[config.mk]
export PLATFORM = sky130hd
export DESIGN_NAME = sccb_config_seq
export DESIGN_NICKNAME = d
export VERILOG_FILES = /design/src/rtl/sccb_config_seq.sv
export SDC_FILE = /design/constraint.sdc
export NUM_CORES = 1
export LEC_CHECK = 0
export CAP_MARGIN = 15
export CORE_MARGIN = 2
export CORE_UTILIZATION = 30
export CTS_BUF_LIST = sky130_fd_sc_hd__clkbuf_4 sky130_fd_sc_hd__clkbuf_8 sky130_fd_sc_hd__clkbuf_16
export CTS_CLUSTER_SIZE = 12
export DETAILED_ROUTE_END_ITERATION = 8
export HOLD_SLACK_MARGIN = 0.06
export MAX_ROUTING_LAYER = met4
export PLACE_DENSITY = 0.61
export SYNTH_ARGS = -nofsm -noshare
export SYNTH_HDL_FRONTEND = slang
export SYNTH_SLANG_ARGS = --single-unit
[constraint.sdc]
create_clock -name clk_i -period 4.1 [get_ports clk_i]
set_input_delay 0.82 -clock clk_i [delete_from_list [all_inputs] [get_ports clk_i]]
set_output_delay 0.82 -clock clk_i [all_outputs]
set_load 0.02 [all_outputs]
[src/rtl/sccb_config_seq.sv]
// Walks the SCCB register ROM and issues one SCCB write per {reg,data} entry.
// Handles the 0xFFF0 delay marker and the 0xFFFF end marker, and retries NACKed writes.
module sccb_config_seq #(
  parameter int DELAY_CYCLES = 1_000_000,
  parameter int GAP_CYCLES   = 100,
  parameter int MAX_RETRY    = 3,
  parameter int AUTO_START   = 1
) (
  input  logic        clk_i,
  input  logic        reset_i,
  input  logic        start_i,
  output logic [7:0]  rom_addr_o,
  input  logic [15:0] rom_dout_i,
  input  logic        sccb_ready_i,
  output logic        sccb_start_o,
  output logic [7:0]  sccb_reg_o,
  output logic [7:0]  sccb_data_o,
  input  logic        sccb_done_i,
  input  logic        sccb_nack_i,
  output logic        config_busy_o,
  output logic        config_done_o,
  output logic        config_err_o
);

  localparam int CNT_MAX = (DELAY_CYCLES > GAP_CYCLES) ? DELAY_CYCLES : GAP_CYCLES;
  localparam int CW      = (CNT_MAX > 0) ? $clog2(CNT_MAX + 1) : 1;
  localparam int RW      = (MAX_RETRY > 0) ? $clog2(MAX_RETRY + 1) : 1;
  localparam logic [CW-1:0] DLY_LAST  = CW'((DELAY_CYCLES > 0) ? DELAY_CYCLES - 1 : 0);
  localparam logic [CW-1:0] GAP_LAST  = CW'((GAP_CYCLES > 0) ? GAP_CYCLES - 1 : 0);
  localparam logic [RW-1:0] RETRY_MAX = RW'(MAX_RETRY);

  typedef enum logic [2:0] {IDLE, FETCH, DECODE, ISSUE, WAIT, GAP, DELAY, FINISH} state_t;

  state_t        state_q, state_d;
  logic [7:0]    addr_q, addr_d, reg_q, reg_d, data_q, data_d;
  logic          start_q, start_d, busy_q, busy_d, done_q, done_d, err_q, err_d;
  logic          auto_q, auto_d;
  logic [RW-1:0] retry_q, retry_d;
  logic [CW-1:0] cnt_q, cnt_d;

  always_ff @(posedge clk_i or posedge reset_i) begin
    if (reset_i) begin
      state_q <= IDLE;
      addr_q  <= '0;
      reg_q   <= '0;
      data_q  <= '0;
      start_q <= 1'b0;
      busy_q  <= 1'b0;
      done_q  <= 1'b0;
      err_q   <= 1'b0;
      auto_q  <= (AUTO_START != 0);
      retry_q <= '0;
      cnt_q   <= '0;
    end else begin
      state_q <= state_d;
      addr_q  <= addr_d;
      reg_q   <= reg_d;
      data_q  <= data_d;
      start_q <= start_d;
      busy_q  <= busy_d;
      done_q  <= done_d;
      err_q   <= err_d;
      auto_q  <= auto_d;
      retry_q <= retry_d;
      cnt_q   <= cnt_d;
    end
  end

  always_comb begin
    state_d = state_q;
    addr_d  = addr_q;
    reg_d   = reg_q;
    data_d  = data_q;
    start_d = 1'b0;
    busy_d  = busy_q;
    done_d  = done_q;
    err_d   = err_q;
    auto_d  = auto_q;
    retry_d = retry_q;
    cnt_d   = cnt_q;
    case (state_q)
      IDLE: if (start_i || auto_q) begin
        auto_d  = 1'b0;
        addr_d  = '0;
        retry_d = '0;
        done_d  = 1'b0;
        err_d   = 1'b0;
        busy_d  = 1'b1;
        state_d = FETCH;
      end
      FETCH: state_d = DECODE;
      DECODE: begin
        if (rom_dout_i == 16'hFFFF) state_d = FINISH;
        else if (rom_dout_i == 16'hFFF0) begin
          cnt_d   = '0;
          state_d = DELAY;
        end else begin
          reg_d   = rom_dout_i[15:8];
          data_d  = rom_dout_i[7:0];
          state_d = ISSUE;
        end
      end
      // start is registered so sccb_ready never reaches sccb_start combinationally
      ISSUE: if (sccb_ready_i) begin
        start_d = 1'b1;
        state_d = WAIT;
      end
      WAIT: if (sccb_done_i) begin
        cnt_d = '0;
        if (!sccb_nack_i) begin
          retry_d = '0;
          if (addr_q == 8'hFF) state_d = FINISH;
          else begin
            addr_d  = addr_q + 8'd1;
            state_d = (GAP_CYCLES == 0) ? FETCH : GAP;
          end
        end else if (retry_q < RETRY_MAX) begin
          retry_d = retry_q + RW'(1);
          state_d = (GAP_CYCLES == 0) ? FETCH : GAP;
        end else begin
          err_d   = 1'b1;
          busy_d  = 1'b0;
          state_d = IDLE;
        end
      end
      GAP: begin
        if (cnt_q == GAP_LAST) state_d = FETCH;
        else cnt_d = cnt_q + CW'(1);
      end
      DELAY: begin
        if (cnt_q == DLY_LAST) begin
          if (addr_q == 8'hFF) state_d = FINISH;
          else begin
            addr_d  = addr_q + 8'd1;
            state_d = FETCH;
          end
        end else cnt_d = cnt_q + CW'(1);
      end
      FINISH: begin
        done_d  = 1'b1;
        busy_d  = 1'b0;
        state_d = IDLE;
      end
      default: state_d = IDLE;
    endcase
  end

  assign rom_addr_o    = addr_q;
  assign sccb_start_o  = start_q;
  assign sccb_reg_o    = reg_q;
  assign sccb_data_o   = data_q;
  assign config_busy_o = busy_q;
  assign config_done_o = done_q;
  assign config_err_o  = err_q;

endmodule

# Word level (Yosys, flattened, before mapping)
# Index checks and enable logic that the tools add are counted.
[classes] add_sub_neg=3 n_mul=0 div_mod_pow=0 order_cmp=1 eq_ne=25 n_shift=0 mux=42 n_bitwise=2 n_reduce_logical=16
[op_table] cell="two-way mux 20 bit" n=5
[op_table] cell="case mux 20 bit (4 select lines)" n=1
[op_table] cell="two-way mux 8 bit" n=5
[op_table] cell="== test 16 bit, second input constant" n=2
[op_table] cell="two-way mux 3 bit" n=10
[op_table] cell="inequality test 2 bit, second input constant" n=12
[op_table] cell="case mux 3 bit (8 select lines)" n=1
[op_table] cell="case mux 8 bit (3 select lines)" n=1
[op_table] cell="adder 20 x 1 -> 20 bit, second input constant" n=1
[op_table] cell="== test 20 bit, second input constant" n=1
[op_table] cell="== test 20 x 7 -> 1 bit, second input constant" n=1
[op_table] cell="AND reduction 5 bit" n=4
[op_table] cell="== test 3 bit, second input constant" n=4
[op_table] cell="two-way mux 1 bit" n=10
[op_table] cell="two-way mux 2 bit" n=5
[op_table] cell="adder 8 x 1 -> 8 bit, second input constant" n=1
[op_table] cell="== test 8 bit, second input constant" n=1
[op_table] cell="== test 3 x 2 -> 1 bit, second input constant" n=2
[op_table] cell="AND reduction 6 bit" n=1
[op_table] cell="nonzero test 3 bit" n=2
[op_table] cell="case mux 1 bit (2 select lines)" n=2
[op_table] cell="case mux 2 bit (2 select lines)" n=1
[op_table] cell="AND reduction 2 bit" n=2
[op_table] cell="AND reduction 4 bit" n=1
[op_table] cell="11 further kinds" n=13
[totals] ff_bits=54 latch_bits=0 ramBits=0 rom_bits=0 inputBits=22 output_inout_bits=28 wordCells=100 n_memories=0

# Longest topological paths before layout
[logic_depth] depth_word=5 ltp_mapped=7 ltp_nobuf=6

# Least setup slack after synthesis
# OpenSTA, ideal clock, no wires.
[synth_timing] kind="input to register" from="in rom_dout_i[1]" to="reg cnt_q[19]" setup_ps=145 arrival_time_ps=2352 required_ps=3955 slack_ps=1603 cell_stages=6 n_path_buf=1 path_cell_list="or4_4 > nor4_4 > o211ai_2 > nor3_4 > buf_6 > o22ai_1"
[synth_between] elab_chain_cells=3 elab_cells_between_ends=5 classes_between="4 x eq/ne; 1 x reduce/logical"
[synth_lines] item="from (decl)" line_no="13" source="input logic [15:0] rom_dout_i,"
[synth_lines] item="== test 16 bit, on equally long branches" line_no="94, 93"
[synth_lines] item="inequality test 2 bit (no source line)"
[synth_lines] item="AND reduction 6 bit (no source line) *"
[synth_lines] item="to (signal assigned)" line_no="65" source="cnt_q <= cnt_d;"
[synth_lines] item="to (decl)" line_no="39" source="logic [CW-1:0] cnt_q, cnt_d;"
# Every way passes the cells marked *; elsewhere a longest branch is shown, timed or not.
# A chain may end at the register's enable or synchronous reset.

# Final worst setup path
[layout_timing] from="in rom_dout_i[1]" to="reg cnt_q[6]"
# Same word-level chain as after synthesis.

==> results.sh <==
export IMPL_status="completed"
export IMPL_place_area_mm2=0.00369
export IMPL_synth_seq_cells=54
export IMPL_grtUsageTotal_pct=14.6
export IMPL_min_path_cells=1
export IMPL_fmax_mhz=330
export IMPL_htreeDepth=2
export IMPL_setup_viol=0
export IMPL_ir_drop_mv=0.240
export IMPL_viasPerCell=5.33
export IMPL_r2r_cells=5
export IMPL_drt_initial_drc_count=115
export IMPL_coreArea_mm2=0.00982
export IMPL_fp_dieW_um=105
export IMPL_clock_sinks=54
export IMPL_syn_nets=356
export IMPL_async_reset_ff_share_pct=100
export IMPL_final_min_clock_period_ns=3.03
export IMPL_cts_setup_buffers=0
export IMPL_dp_slack_ns=0.732
export IMPL_fin_setup_tns_ns=0
export IMPL_die_height_um=105
export IMPL_ys_types=56
export IMPL_hold_violations=0
export IMPL_io_pin_count=50
export IMPL_hp_class="register to register"
export IMPL_rows=36
export IMPL_drv_slew=0
export IMPL_p_int_mw=1.30
export IMPL_cellLeakagePower_nw=1.50
export IMPL_synth_area_mm2=0.00306
export IMPL_rsz0062_at_grt="no"
export IMPL_finalCritPeriodShare_pct=73.8
export IMPL_syn_avg_cell_area_um2=9.24
export IMPL_finalWorstSetupSlack_ns=1.07
export IMPL_cts_root_buf="clkbuf_8"
export IMPL_grt_pass1_vias=2734
export IMPL_antenna_cells=0
export IMPL_cp_end_kind="register"
export IMPL_p_total_mw=2.21
export IMPL_clockPowerShare_pct=14.0
export IMPL_yosysSeqAreaShare_pct=44.2
export IMPL_overflow=0
export IMPL_yosysWarningCount=0
export IMPL_switching_share_pct=41.4
export IMPL_synth_cells=331
export IMPL_fin_area_mm2=0.00379
export IMPL_cts_tree="done"
export IMPL_gp_congestion=0.890
export IMPL_numCtsBuffers=5
export IMPL_dp_hpwl_mm=5.61
export IMPL_dieArea_mm2=0.0110
export IMPL_fin_hold_ws_ns=0.483
export IMPL_layout_drive_gt1_share_pct=10.3
export IMPL_cts_hold_buf=0
export IMPL_skew_ns=0.00789
export IMPL_ys_flop_type="dfrtp_1"
export IMPL_num_vias=2729
export IMPL_layout_commonest_cell="dfrtp_1"
export IMPL_netSwitchingPower_uw=918
export IMPL_final_nets=403
export IMPL_antenna_found_initial=0
export IMPL_ant_nets=0
export IMPL_layout_cells_most_common_list="53 x dfrtp_1, 49 x clkdlybuf4s50_1, 26 x nand2_1, 23 x inv_1"
export IMPL_critPathLaunchType="input port"
export IMPL_yosys_top_cells_area="dfrtp_1 43%, mux2_2 5.9%, a31oi_1 3.7%, o21ai_0 3.3%, nand2_1 3.2%"
export IMPL_cp_required_ns=4.25
export IMPL_area_delta_synth_final_pct=23.8
export IMPL_synth_edf_count=0
export IMPL_avgRoutedWirePerCell_um=14.8
export IMPL_ctsResizeCount=0
export IMPL_grt_pass1_wl_mm=13.1
export IMPL_max_slew_margin_rel_pct=49.5
export IMPL_wirelength_mm=7.60
export IMPL_clockBufferDepth=2
export IMPL_drc=0
export IMPL_clk_pin_slew_ns=0.09
export IMPL_cp_arrival_ns=3.17
export IMPL_grt_start_max_net_pins=36
export IMPL_portBuffers=49
export IMPL_power_frac_comb_pct=48.4
export IMPL_firstDrtPassIters=5
export IMPL_critPathKind="input port to register"
export IMPL_power_density_mw_per_mm2=585
export IMPL_crit_path_max_fanout=17
export IMPL_clock_latency_ns=0.31
export IMPL_cap_violations=0
export IMPL_synth_top_cell_area_share_pct=43.4
export IMPL_r2r_slack_ns=1.45
export IMPL_p_seq_share_pct=37.6
export IMPL_yosys_area_top_type="dfrtp_1"
export IMPL_start_util_pct=31.2
export IMPL_worstMarginPinSlew_ns=0.751
[cell families after synthesis]
family                     count (synthesis)  share of synthesized area, %
xor gates and xnor gates                   3                         0.859
DFF                                       54                          44.2
adders and majority gates                  3                          1.23
buffers and inverters                     38                          4.95
and+or+nand+nor                          117                          21.2
muxes                                     19                          6.87
AOI/OAI and AO/OA                         97                          20.7
[routing by layer]
metal | wire length (um) | global-route usage (%)
met2 | 3610 | 23.4
met3 | 359 | 2.87
met1 | 3520 | 18.7
met4 | 113 | 4.48
met5 | 0 | -
[power by group through the flow]
| stage | clock (mW) | combinational (mW) | sequential, mW |
|---|---|---|---|
| after floorplan | 0 | 0.623 | 0.902 |
| after detailed placement | 0 | 1.07 | 0.847 |
| after CTS | 0.320 | 1.08 | 0.837 |
| after global placement | 0 | 1.06 | 0.838 |
| after global routing | 0.342 | 1.16 | 0.866 |
| final | 0.309 | 1.07 | 0.833 |
[flip-flops by register name, indices dropped and copies added (netlist names)]
name           count
auto_q             1
cnt_q             20
config_busy_o      1
config_done_o      1
config_err_o       1
retry_q            2
rom_addr_o         8
sccb_data_o        8
sccb_reg_o         8
sccb_start_o       1
state_q            3
[metrics by stage]
stage | instances | utilization (%)
after floorplan | 331 | -
after global placement | 504 | 37.6
after detailed placement | 504 | 37.6
after CTS | 512 | 38.6
after global routing | 512 | 38.6
final | 512 | 38.6
[Yosys cell counts (all sizes together) (9+ instances only)]
library cell,n
dfrtp,53
o21ai,27
nand2,26
inv,24
nor2,20
a31oi,18
mux2,16
nor3,15
clkbuf,12
o22ai,12
a21oi,10
nand4,9
[final timing paths]
kind                             endpoint           from
worst min register to register     auto_q         auto_q
worst max register to register   cnt_q[6]     state_q[2]
worst min-delay path               auto_q         auto_q
min in group asynchronous       cnt_q[16]        reset_i
worst max-delay path             cnt_q[6]  rom_dout_i[1]
max in group asynchronous        cnt_q[0]        reset_i
[final cells by class]
| type | count | area [um2] |
|---|---|---|
| clock buffers | 6 | 82.6 |
| multi-input cells | 239 | 1560 |
| flip-flops and latches | 54 | 1350 |
| well taps | 133 | 166 |
| clock inverters | 2 | 12.5 |
| inverters | 24 | 90.1 |
| repair buffers | 54 | 528 |
| fillers | 1032 | 6030 |
[worst max-delay path, stage by stage]
cell and delay (ns):
clkdlybuf4s50_1 0.44, or4_4 0.58, nor4_4 0.32, o211ai_2 0.17, nor3_4 0.64, o221ai_1 0.19
No activity file was read; power rests on OpenSTA's default activity.
==> RTL edit, RTL diff (same flow settings) <==
The parameter `AUTO_START` goes from 1 to 0.
--- a/src/rtl/sccb_config_seq.sv
+++ b/src/rtl/sccb_config_seq.sv
@@ -6,3 +6,3 @@
   parameter int MAX_RETRY    = 3,
-  parameter int AUTO_START   = 1
+  parameter int AUTO_START   = 0
 ) (
Formal check against the unedited RTL: not equivalent (Yosys sat finds a counterexample within 4 cycles, from zero or initial values and one cycle with reset_i high).
==> RTL edit against the original RTL <==
Synthesized area up 1.9%; final cell count shrank 0.59%; power is 4.3% lower; sequential cell count fell by 1; setup slack gained 0.27 ns; global-route usage is 0.44 points lower; cell area rose by 1.5%; wire length is 1.1% lower; fmax increased by 9.9%.
==> RTL edit: results (changes against the original RTL) <==
<table>
<tr><th>Metric</th><th>Value</th></tr>
<tr><th colspan="2">Layout</th></tr>
<tr><td>Nets</td><td>397 (-1.5%)</td></tr>
<tr><td>Post-route non-filler standard cell count</td><td>509 (-0.59%)</td></tr>
<tr><th colspan="2">Clock tree</th></tr>
<tr><td>Sinks on Clock Net</td><td>53 (-1.9%)</td></tr>
<tr><th colspan="2">Worst setup path</th></tr>
<tr><td>Crit path arrival time</td><td>2.92 ns (-0.25 ns)</td></tr>
<tr><td>Startpoint of the worst register-to-register path</td><td>cnt_q[0]</td></tr>
<tr><td>Flop-to-flop setup slack</td><td>1.58 ns (+0.13 ns)</td></tr>
<tr><td>Highest fanout seen on the critical path</td><td>12 (-5)</td></tr>
<tr><td>Cell depth of the worst flop-to-flop path</td><td>6 (+1)</td></tr>
<tr><td>Crit Reg-Reg Endpoint</td><td>cnt_q[16]</td></tr>
<tr><td>Slowest CP cell</td><td>sky130_fd_sc_hd__nor3_2</td></tr>
<tr><th colspan="2">Yosys</th></tr>
<tr><td>Gate count of the mapped netlist</td><td>324 (-2.1%)</td></tr>
<tr><td>Post-Synthesis Net Count</td><td>349 (-2.0%)</td></tr>
<tr><td>Dominant cells by area after synthesis</td><td>sky130_fd_sc_hd__dfrtp_1 (43%), sky130_fd_sc_hd__mux2_2 (6.1%), sky130_fd_sc_hd__o21ai_0 (3.4%)</td></tr>
<tr><td>Cell types with the highest counts after synthesis</td><td>sky130_fd_sc_hd__dfrtp_1 (53), sky130_fd_sc_hd__inv_1 (22), sky130_fd_sc_hd__nor2_1 (21), sky130_fd_sc_hd__o21ai_0 (21)</td></tr>
<tr><td>Post-synth cell types</td><td>63 (+13%)</td></tr>
<tr><th colspan="2">Outcome</th></tr>
<tr><td>Run status</td><td>completed</td></tr>
<tr><th colspan="2">GRT</th></tr>
<tr><td>Total global routing track utilization</td><td>14.2% (-0.44 points)</td></tr>
<tr><td>Maximum number of pins on one net before global-route repair</td><td>38 (+5.6%)</td></tr>
<tr><td>Via count of the first global-routing pass</td><td>2663 (-2.6%)</td></tr>
<tr><th colspan="2">Power</th></tr>
<tr><td>Maximum resistive drop on vdd</td><td>231 uV (-3.8%)</td></tr>
<tr><td>Part of the total power dissipated in sequential elements</td><td>38.4% (+0.8 points)</td></tr>
<tr><td>Power density of the placed cells</td><td>551 mW/mm^2 (-5.7%)</td></tr>
<tr><td>P_clk</td><td>315 uW (+2%)</td></tr>
<tr><td>Leakage</td><td>0.00147 uW (-1.6%)</td></tr>
<tr><th colspan="2">Timing</th></tr>
<tr><td>Setup skew after layout</td><td>0.0106 ns (+0.00272 ns)</td></tr>
<tr><td>Slew HR</td><td>46.2% (-3.3 points)</td></tr>
<tr><th colspan="2">Routing</th></tr>
<tr><td>Vias post-DR</td><td>2752 (+0.84%)</td></tr>
<tr><th colspan="2">Min path</th></tr>
<tr><td>Terminating pin of the worst hold path</td><td>sccb_reg_o[0]</td></tr>
<tr><td>Launch point of the worst hold path</td><td>sccb_reg_o[0]</td></tr>
</table>
==> RTL edit: cell count changes in the layout (fill, tap and decap cells not counted), sizes merged, moves of 6 or more <==
cell   change
a22oi     +10
a31oi     -16
nand2      -7
nand3     +11
nor3      -11
nor4       +9
o21ai      -6
==> RTL edit: metal layers <==
metal,global-route usage [%],vias up,wire (um)
met5,-,-,0
met4,3.20,0,40
met3,2.33,4,335
met2,22.2,73,3450
met1,19.4,1353,3680
li1,-,1322,-
==> RTL edit: metrics by stage <==
| step | utilization (%) | hold WS, ns |
|---|---|---|
| floorplan | - | 0.477 |
| global placement | 36.8 | 0.489 |
| detailed placement | 36.8 | 0.495 |
| CTS | 37.7 | 0.519 |
| global route | 37.7 | 0.544 |
| finish | 37.7 | 0.515 |
==> RTL edit: worst max path at each step <==
stage / start / to / slack [ns] / cells after the start
final: rom_dout_i[6] / cnt_q[16] / 1.35 / 7
after global routing: rom_dout_i[6] / cnt_q[9] / 1.11 / 7
after CTS: rom_dout_i[6] / cnt_q[18] / 1.33 / 7
after detailed placement: rom_dout_i[5] / cnt_q[16] / 1.01 / 7
after global placement: rom_dout_i[5] / cnt_q[9] / 1.06 / 7
after floorplan: rom_dout_i[5] / sccb_data_o[0] / 1.78 / 6
==> RTL edit: logic make-up after synthesis <==
kind of cell	Yosys count	synth area share (%)
compound gates	91	21.1
xor+xnor	3	0.843
flops	53	42.6
mux	21	7.43
simple gates	116	21.6
buf+inv	37	5.30
fa+ha+maj	3	1.20
==> RTL edit: layout make-up <==
type	count	area, sq um
repair buffers	56	543
flip-flops and latches	53	1330
multi-input cells	234	1630
clock buffers	5	68.8
fillers	1043	6340
clock inverters	3	26.3
inverters	22	82.6
well taps	136	170
